`src/rtl/ss_sequencer.sv`:
```
// Save-state bus master: walks every ssbus slave, streaming headered register
// images into a buffer memory on save and writing them back on load.
module ss_sequencer #(
  parameter int unsigned NUM_SLAVES = 32,
  parameter int unsigned BUF_AW     = 20,
  parameter int unsigned TIMEOUT    = 255
) (
  input  logic              clk,
  input  logic              reset_n,
  input  logic              start_save,
  input  logic              start_load,
  output logic              busy,
  output logic              done,
  output logic              error,
  output logic [7:0]        ss_select,
  output logic              ss_query,
  output logic              ss_read,
  output logic              ss_write,
  output logic [23:0]       ss_addr,
  output logic [63:0]       ss_wdata,
  input  logic              ss_ack,
  input  logic [63:0]       ss_rdata,
  input  logic [23:0]       ss_count,
  output logic              buf_req,
  output logic              buf_we,
  output logic [BUF_AW-1:0] buf_addr,
  output logic [63:0]       buf_wdata,
  input  logic [63:0]       buf_rdata,
  input  logic              buf_ack
);

  localparam logic [3:0] StIdle    = 4'd0;
  localparam logic [3:0] StQuery   = 4'd1;
  localparam logic [3:0] StSaveHdr = 4'd2;
  localparam logic [3:0] StSaveRd  = 4'd3;
  localparam logic [3:0] StSaveWr  = 4'd4;
  localparam logic [3:0] StLoadHdr = 4'd5;
  localparam logic [3:0] StLoadRd  = 4'd6;
  localparam logic [3:0] StLoadWr  = 4'd7;
  localparam logic [3:0] StNext    = 4'd8;
  localparam logic [3:0] StFinish  = 4'd9;
  localparam logic [3:0] StFail    = 4'd10;

  localparam logic [15:0] Magic      = 16'hA55A;
  localparam logic [63:0] Terminator = 64'hA55A_FFFF_0000_0000;
  localparam int unsigned TW         = (TIMEOUT > 1) ? $clog2(TIMEOUT) : 1;

  logic [3:0]        r_state;
  logic              r_load;
  logic              r_active;
  logic [7:0]        r_slave;
  logic [23:0]       r_reg;
  logic [23:0]       r_count;
  logic [63:0]       r_data;
  logic [BUF_AW-1:0] r_buf_addr;
  logic [TW-1:0]     r_tmo;
  logic              r_busy;
  logic              r_done;
  logic              r_error;

  logic              w_slave_acc;
  logic              w_buf_acc;
  logic              w_ack;
  logic [63:0]       w_header;
  logic [BUF_AW:0]   w_addr_inc;
  logic              w_addr_ovf;
  logic [23:0]       w_reg_inc;
  logic              w_last;
  logic [8:0]        w_slave_inc;
  logic              w_slave_end;
  logic              w_hdr_ok;

  assign w_slave_acc = r_active & ((r_state == StQuery) | (r_state == StSaveRd) |
                                   (r_state == StLoadWr));
  assign w_buf_acc   = r_active & ((r_state == StSaveHdr) | (r_state == StSaveWr) |
                                   (r_state == StLoadHdr) | (r_state == StLoadRd) |
                                   (r_state == StFinish));
  assign w_ack       = w_slave_acc ? ss_ack : (w_buf_acc & buf_ack);
  assign w_header    = {Magic, 8'h00, r_slave, r_count, 8'h00};
  assign w_addr_inc  = {1'b0, r_buf_addr} + 1'b1;
  assign w_addr_ovf  = w_addr_inc[BUF_AW];
  assign w_reg_inc   = r_reg + 24'd1;
  assign w_last      = (w_reg_inc == r_count);
  assign w_slave_inc = {1'b0, r_slave} + 9'd1;
  assign w_slave_end = (w_slave_inc == 9'(NUM_SLAVES));
  // Reserved zero fields of the header are not checked on load.
  assign w_hdr_ok    = (buf_rdata[63:48] == Magic) && (buf_rdata[39:32] == r_slave) &&
                       (buf_rdata[31:8] == r_count);

  always_ff @(posedge clk or negedge reset_n) begin
    if (!reset_n) begin
      r_state    <= StIdle;
      r_load     <= 1'b0;
      r_active   <= 1'b0;
      r_slave    <= '0;
      r_reg      <= '0;
      r_count    <= '0;
      r_data     <= '0;
      r_buf_addr <= '0;
      r_tmo      <= '0;
      r_busy     <= 1'b0;
      r_done     <= 1'b0;
      r_error    <= 1'b0;
    end else begin
      r_done <= 1'b0;
      case (r_state)
        StIdle: begin
          if (start_save || start_load) begin
            r_load     <= ~start_save;
            r_busy     <= 1'b1;
            r_error    <= 1'b0;
            r_buf_addr <= '0;
            r_slave    <= '0;
            r_reg      <= '0;
            r_active   <= 1'b0;
            r_state    <= StQuery;
          end
        end
        StNext: begin
          r_slave <= w_slave_inc[7:0];
          r_state <= w_slave_end ? StFinish : StQuery;
        end
        StFail: begin
          r_error <= 1'b1;
          r_busy  <= 1'b0;
          r_state <= StIdle;
        end
        StQuery, StSaveHdr, StSaveRd, StSaveWr, StLoadHdr, StLoadRd, StLoadWr, StFinish: begin
          // Each access state idles one cycle, then holds its strobe until ack.
          if (!r_active) begin
            r_active <= 1'b1;
            r_tmo    <= '0;
          end else if (w_ack) begin
            r_active <= 1'b0;
            case (r_state)
              StQuery: begin
                if (ss_count == 24'd0) begin
                  r_state <= StNext;
                end else begin
                  r_count <= ss_count;
                  r_state <= r_load ? StLoadHdr : StSaveHdr;
                end
              end
              StSaveHdr, StLoadHdr: begin
                if (w_addr_ovf || (r_load && !w_hdr_ok)) begin
                  r_state <= StFail;
                end else begin
                  r_buf_addr <= w_addr_inc[BUF_AW-1:0];
                  r_reg      <= '0;
                  r_state    <= r_load ? StLoadRd : StSaveRd;
                end
              end
              StSaveRd: begin
                r_data  <= ss_rdata;
                r_state <= StSaveWr;
              end
              StSaveWr: begin
                if (w_addr_ovf) begin
                  r_state <= StFail;
                end else begin
                  r_buf_addr <= w_addr_inc[BUF_AW-1:0];
                  r_reg      <= w_reg_inc;
                  r_state    <= w_last ? StNext : StSaveRd;
                end
              end
              StLoadRd: begin
                r_data <= buf_rdata;
                if (w_addr_ovf) begin
                  r_state <= StFail;
                end else begin
                  r_buf_addr <= w_addr_inc[BUF_AW-1:0];
                  r_state    <= StLoadWr;
                end
              end
              StLoadWr: begin
                r_reg   <= w_reg_inc;
                r_state <= w_last ? StNext : StLoadRd;
              end
              default: begin
                if (r_load && (buf_rdata != Terminator)) begin
                  r_state <= StFail;
                end else begin
                  r_done  <= 1'b1;
                  r_busy  <= 1'b0;
                  r_state <= StIdle;
                end
              end
            endcase
          end else if (r_tmo == TW'(TIMEOUT - 1)) begin
            r_active <= 1'b0;
            r_state  <= StFail;
          end else begin
            r_tmo <= r_tmo + 1'b1;
          end
        end
        default: r_state <= StIdle;
      endcase
    end
  end

  assign busy      = r_busy;
  assign done      = r_done;
  assign error     = r_error;
  assign ss_select = r_slave;
  assign ss_query  = r_active & (r_state == StQuery);
  assign ss_read   = r_active & (r_state == StSaveRd);
  assign ss_write  = r_active & (r_state == StLoadWr);
  assign ss_addr   = r_reg;
  assign ss_wdata  = r_data;
  assign buf_req   = w_buf_acc;
  assign buf_we    = (r_state == StSaveHdr) | (r_state == StSaveWr) |
                     ((r_state == StFinish) & ~r_load);
  assign buf_addr  = r_buf_addr;
  assign buf_wdata = (r_state == StSaveHdr) ? w_header :
                     (r_state == StFinish)  ? Terminator : r_data;

endmodule
```
`config.mk`:
```
export PLATFORM = sky130hd
export DESIGN_NAME = ss_sequencer
export DESIGN_NICKNAME = d
export VERILOG_FILES = /design/src/rtl/ss_sequencer.sv
export SDC_FILE = /design/constraint.sdc
export NUM_CORES = 1
export LEC_CHECK = 0
export BUFFER_PORTS_ARGS = -buffer_cell sky130_fd_sc_hd__buf_2
export CORE_ASPECT_RATIO = 0.7
export CORE_MARGIN = 2
export CORE_UTILIZATION = 45
export DETAILED_ROUTE_END_ITERATION = 12
export PLACE_DENSITY_LB_ADDON = 0.2
export SETUP_SLACK_MARGIN = 0.1
export SLEW_MARGIN = 30
export SYNTH_ARGS = -nofsm -noshare
export SYNTH_HDL_FRONTEND = slang
export SYNTH_SLANG_ARGS = --single-unit
```
`constraint.sdc`:
```
create_clock -name clk -period 2.9 [get_ports clk]
set_input_delay 0.435 -clock clk [delete_from_list [all_inputs] [get_ports clk]]
set_output_delay 0.435 -clock clk [all_outputs]
set_load 0.02 [all_outputs]
```
==> results_dict.tcl <==
set metrics [dict create \
    viasPerCell 5.83 \
    antenna_found_initial 0 \
    layout_commonest_cell "buf_2" \
    met1_usage 0.512 \
    pre_cts_ws_ns -0.0102 \
    synth_area_um2 9750 \
    route.detailed.drc 0 \
    cts_root_buf "clkbuf_16" \
    grt.met2_usage 0.486 \
    numCtsBuffers 17 \
    routed_wl_um 39300 \
    vias 10150 \
    gr-usage-all-layers 0.339 \
    grt_pass1_wl_um 58700 \
    synthArstFlopShare 1.00 \
    grt-busiest-layer "met1" \
    port_buffers 345 \
    drv_cap 0 \
    use_met3 0.0838 \
    synthDistinctLibCells 74 \
    critPathMaxStageDelay_ns 0.51 \
    critPathBufInv 4 \
    final_layout_size_suffix_gt1_frac 0.344 \
    critPathSlowestCell "dfrtp_1" \
    yosysSeqAreaShare 0.403 \
    first_global_vias 9313 \
    crit_path_frequent_cell "buf_4" \
    drt-pass1-iter-count 5 \
    rsz0062_at_grt "true" \
    crit_start "r_state[2]$_DFFE_PN0P_" \
    cts_buffer_depth 2 \
    antenna_left 0 \
    clk_pin_slew_ns 0.07 \
    setup_ws_ns 0.171 \
    synth_nets 1241 \
    synth.area.top_cells "dfrtp_1 40%, mux2i_1 7.1%, xnor2_1 6.0%" \
    worstMarginPinSlew_ns 0.749 \
    min_period_ns 2.73 \
    status "complete, no violations" \
    power_uw 14000 \
    tritoncts "built" \
    tns_ns 0 \
    relSlewSlack 0.496 \
    antenna_cells 0 \
    multi_input_area_um2 5550 \
    hold_viol 0 \
    insertion_delay_ns 0.44 \
    fin_skew_ns 0.0119 \
    initial_core_util 0.455 \
    critical_path.cell_chain "buf_4 > nor2_1 > buf_4 > nand2_1 > buf_4 > o22a_1 > buf_2" \
    critical-path-top-delay-family "buffers and inverters" \
    synth_seq_cells 157 \
    area_growth_pct 32.0 \
    critPathKind "register to output pin" \
    die_h_um 127 \
    die_width_um 180 \
    reg2reg_to "r_state[0]$_DFFE_PN0P_" \
    whs_path_depth 2 \
    synth_top_cell_by_area "dfrtp_1" \
    synth_edf_count 0 \
    synth_ff_type "dfrtp_1" \
    finalHoldWorstSlack_ns 0.232 \
    critPathRequiredTime_ns 2.47 \
    critPathMaxFanout 24 \
    drt_iter0_drc 986 \
    r2r_slack_ns 0.21 \
    slew_viol_final 0 \
    p_leak_uw 0.00593 \
    setup_viol 0 \
    cp.arrival_ns 2.29 \
    cts.sinks 157 \
    postSynthAreaPerCell_um2 9.06 \
    cts_max_level 4 \
    ys_warn_count 0 \
    grt.overflow.total 0 \
    start_kind "register" \
    hp-start "ss_count[22]" \
    end_kind "output pin" \
    rows 45 \
    regArea_um2 3940 \
    synth_top_area_share 0.403 \
    fmax_mhz 366 \
    pin_count 346 \
    nNetsFinal 1610 \
    ir_drop_mv 0.492 \
    timing.final.crit_share 0.941 \
    rr_worst_depth 8 \
    core_um2 21500 \
    reg2reg_from "ss_addr[6]$_DFFE_PN0P_" \
    dieArea_um2 22900 \
    hp-class "primary input to register" \
    place.gp.congestion 0.970 \
    synthCells 1077 \
    dpl.hpwl_um 30200 \
    grt_max_degree 56 \
    hold_path_end "r_count[22]$_DFFE_PN0P_" \
    final_cell_mix "344 x buf_2, 152 x dfrtp_1, 143 x nor2_1, 82 x a21oi_1, 71 x buf_4" \
    wl_per_cell_um 22.6 \
    fillerInstances 2000 \
    cellPowerDensity_nw_per_um2 1080 \
]
[cell type report]
cell class,count,area share
clock buffers,23,0.0379
clock inverters,9,0.00486
inverters,11,0.00321
multi-input cells,833,0.431
flip-flops and latches,157,0.306
well taps,282,0.0274
repair buffers,426,0.189
[what timing repair did]
action	CTS	global route
hold buffers	1	0
endpoints found under the setup margin	5	26
endpoints found under the hold margin	44	0
setup buffers	0	1
pin swaps	1	3
resized for setup	2	17
[metrics by stage]
step	instances	cell area, um2	utilization
finish	1741	12900	0.600
global route	1741	12900	0.600
CTS	1740	12800	0.597
detailed placement	1707	12200	0.570
global placement	1707	12200	0.570
floorplan	1077	9750	-
[power by group]
group | leakage, uW | switching (uW) | internal [uW]
Clock | 0.000249 | 967 | 1180
Sequential | 0.00195 | 953 | 2930
Combinational | 0.00372 | 4910 | 3010
[worst max-delay path by stage]
stage                                to  depth (start not counted)
2_1_floorplan    r_state[0]$_DFFE_PN0P_                         10
3_3_place_gp   buf_addr[19]$_DFFE_PN0P_                          9
3_5_place_dp   buf_addr[19]$_DFFE_PN0P_                          9
4_1_cts          r_state[1]$_DFFE_PN0P_                          9
5_1_grt          r_state[1]$_DFFE_PN0P_                          8
6_report                  buf_wdata[32]                          7
[routing by layer]
| layer | vias up | wire length, um |
|---|---|---|
| li1 | 4632 | - |
| met2 | 503 | 16700 |
| met4 | 0 | 697 |
| met3 | 45 | 3810 |
| met5 | - | 0 |
| met1 | 4970 | 18100 |
[sequential cells by signal, indices dropped and copies added (netlist names)]
register,flops
r_load,1
done,1
buf_addr,20
r_count,24
ss_wdata,64
r_active,1
error,1
ss_select,8
busy,1
r_tmo,8
ss_addr,24
r_state,4
[Yosys cell counts, types with 27 or more instances]
library cell and number:
xor2_1 29, a22o_1 27, nand4_1 33, xnor2_1 67
o21ai_1 27, and3_1 32, nor2_1 146, a21oi_1 82
mux2i_1 69, clkbuf_1 52, nand3_1 31, nand2_1 62
dfrtp_1 157
[logic make-up (layout without fill, tap and decap cells)]
group,count (synthesis),in the layout,synth area share
simple gates,413,413,0.221
buf+inv,87,469,0.0369
mux,93,93,0.0985
xor+xnor,96,96,0.0862
compound gates,225,225,0.147
flops,157,157,0.403
fa+ha+maj,6,6,0.00770
Power figures use the tool's default switching activity.
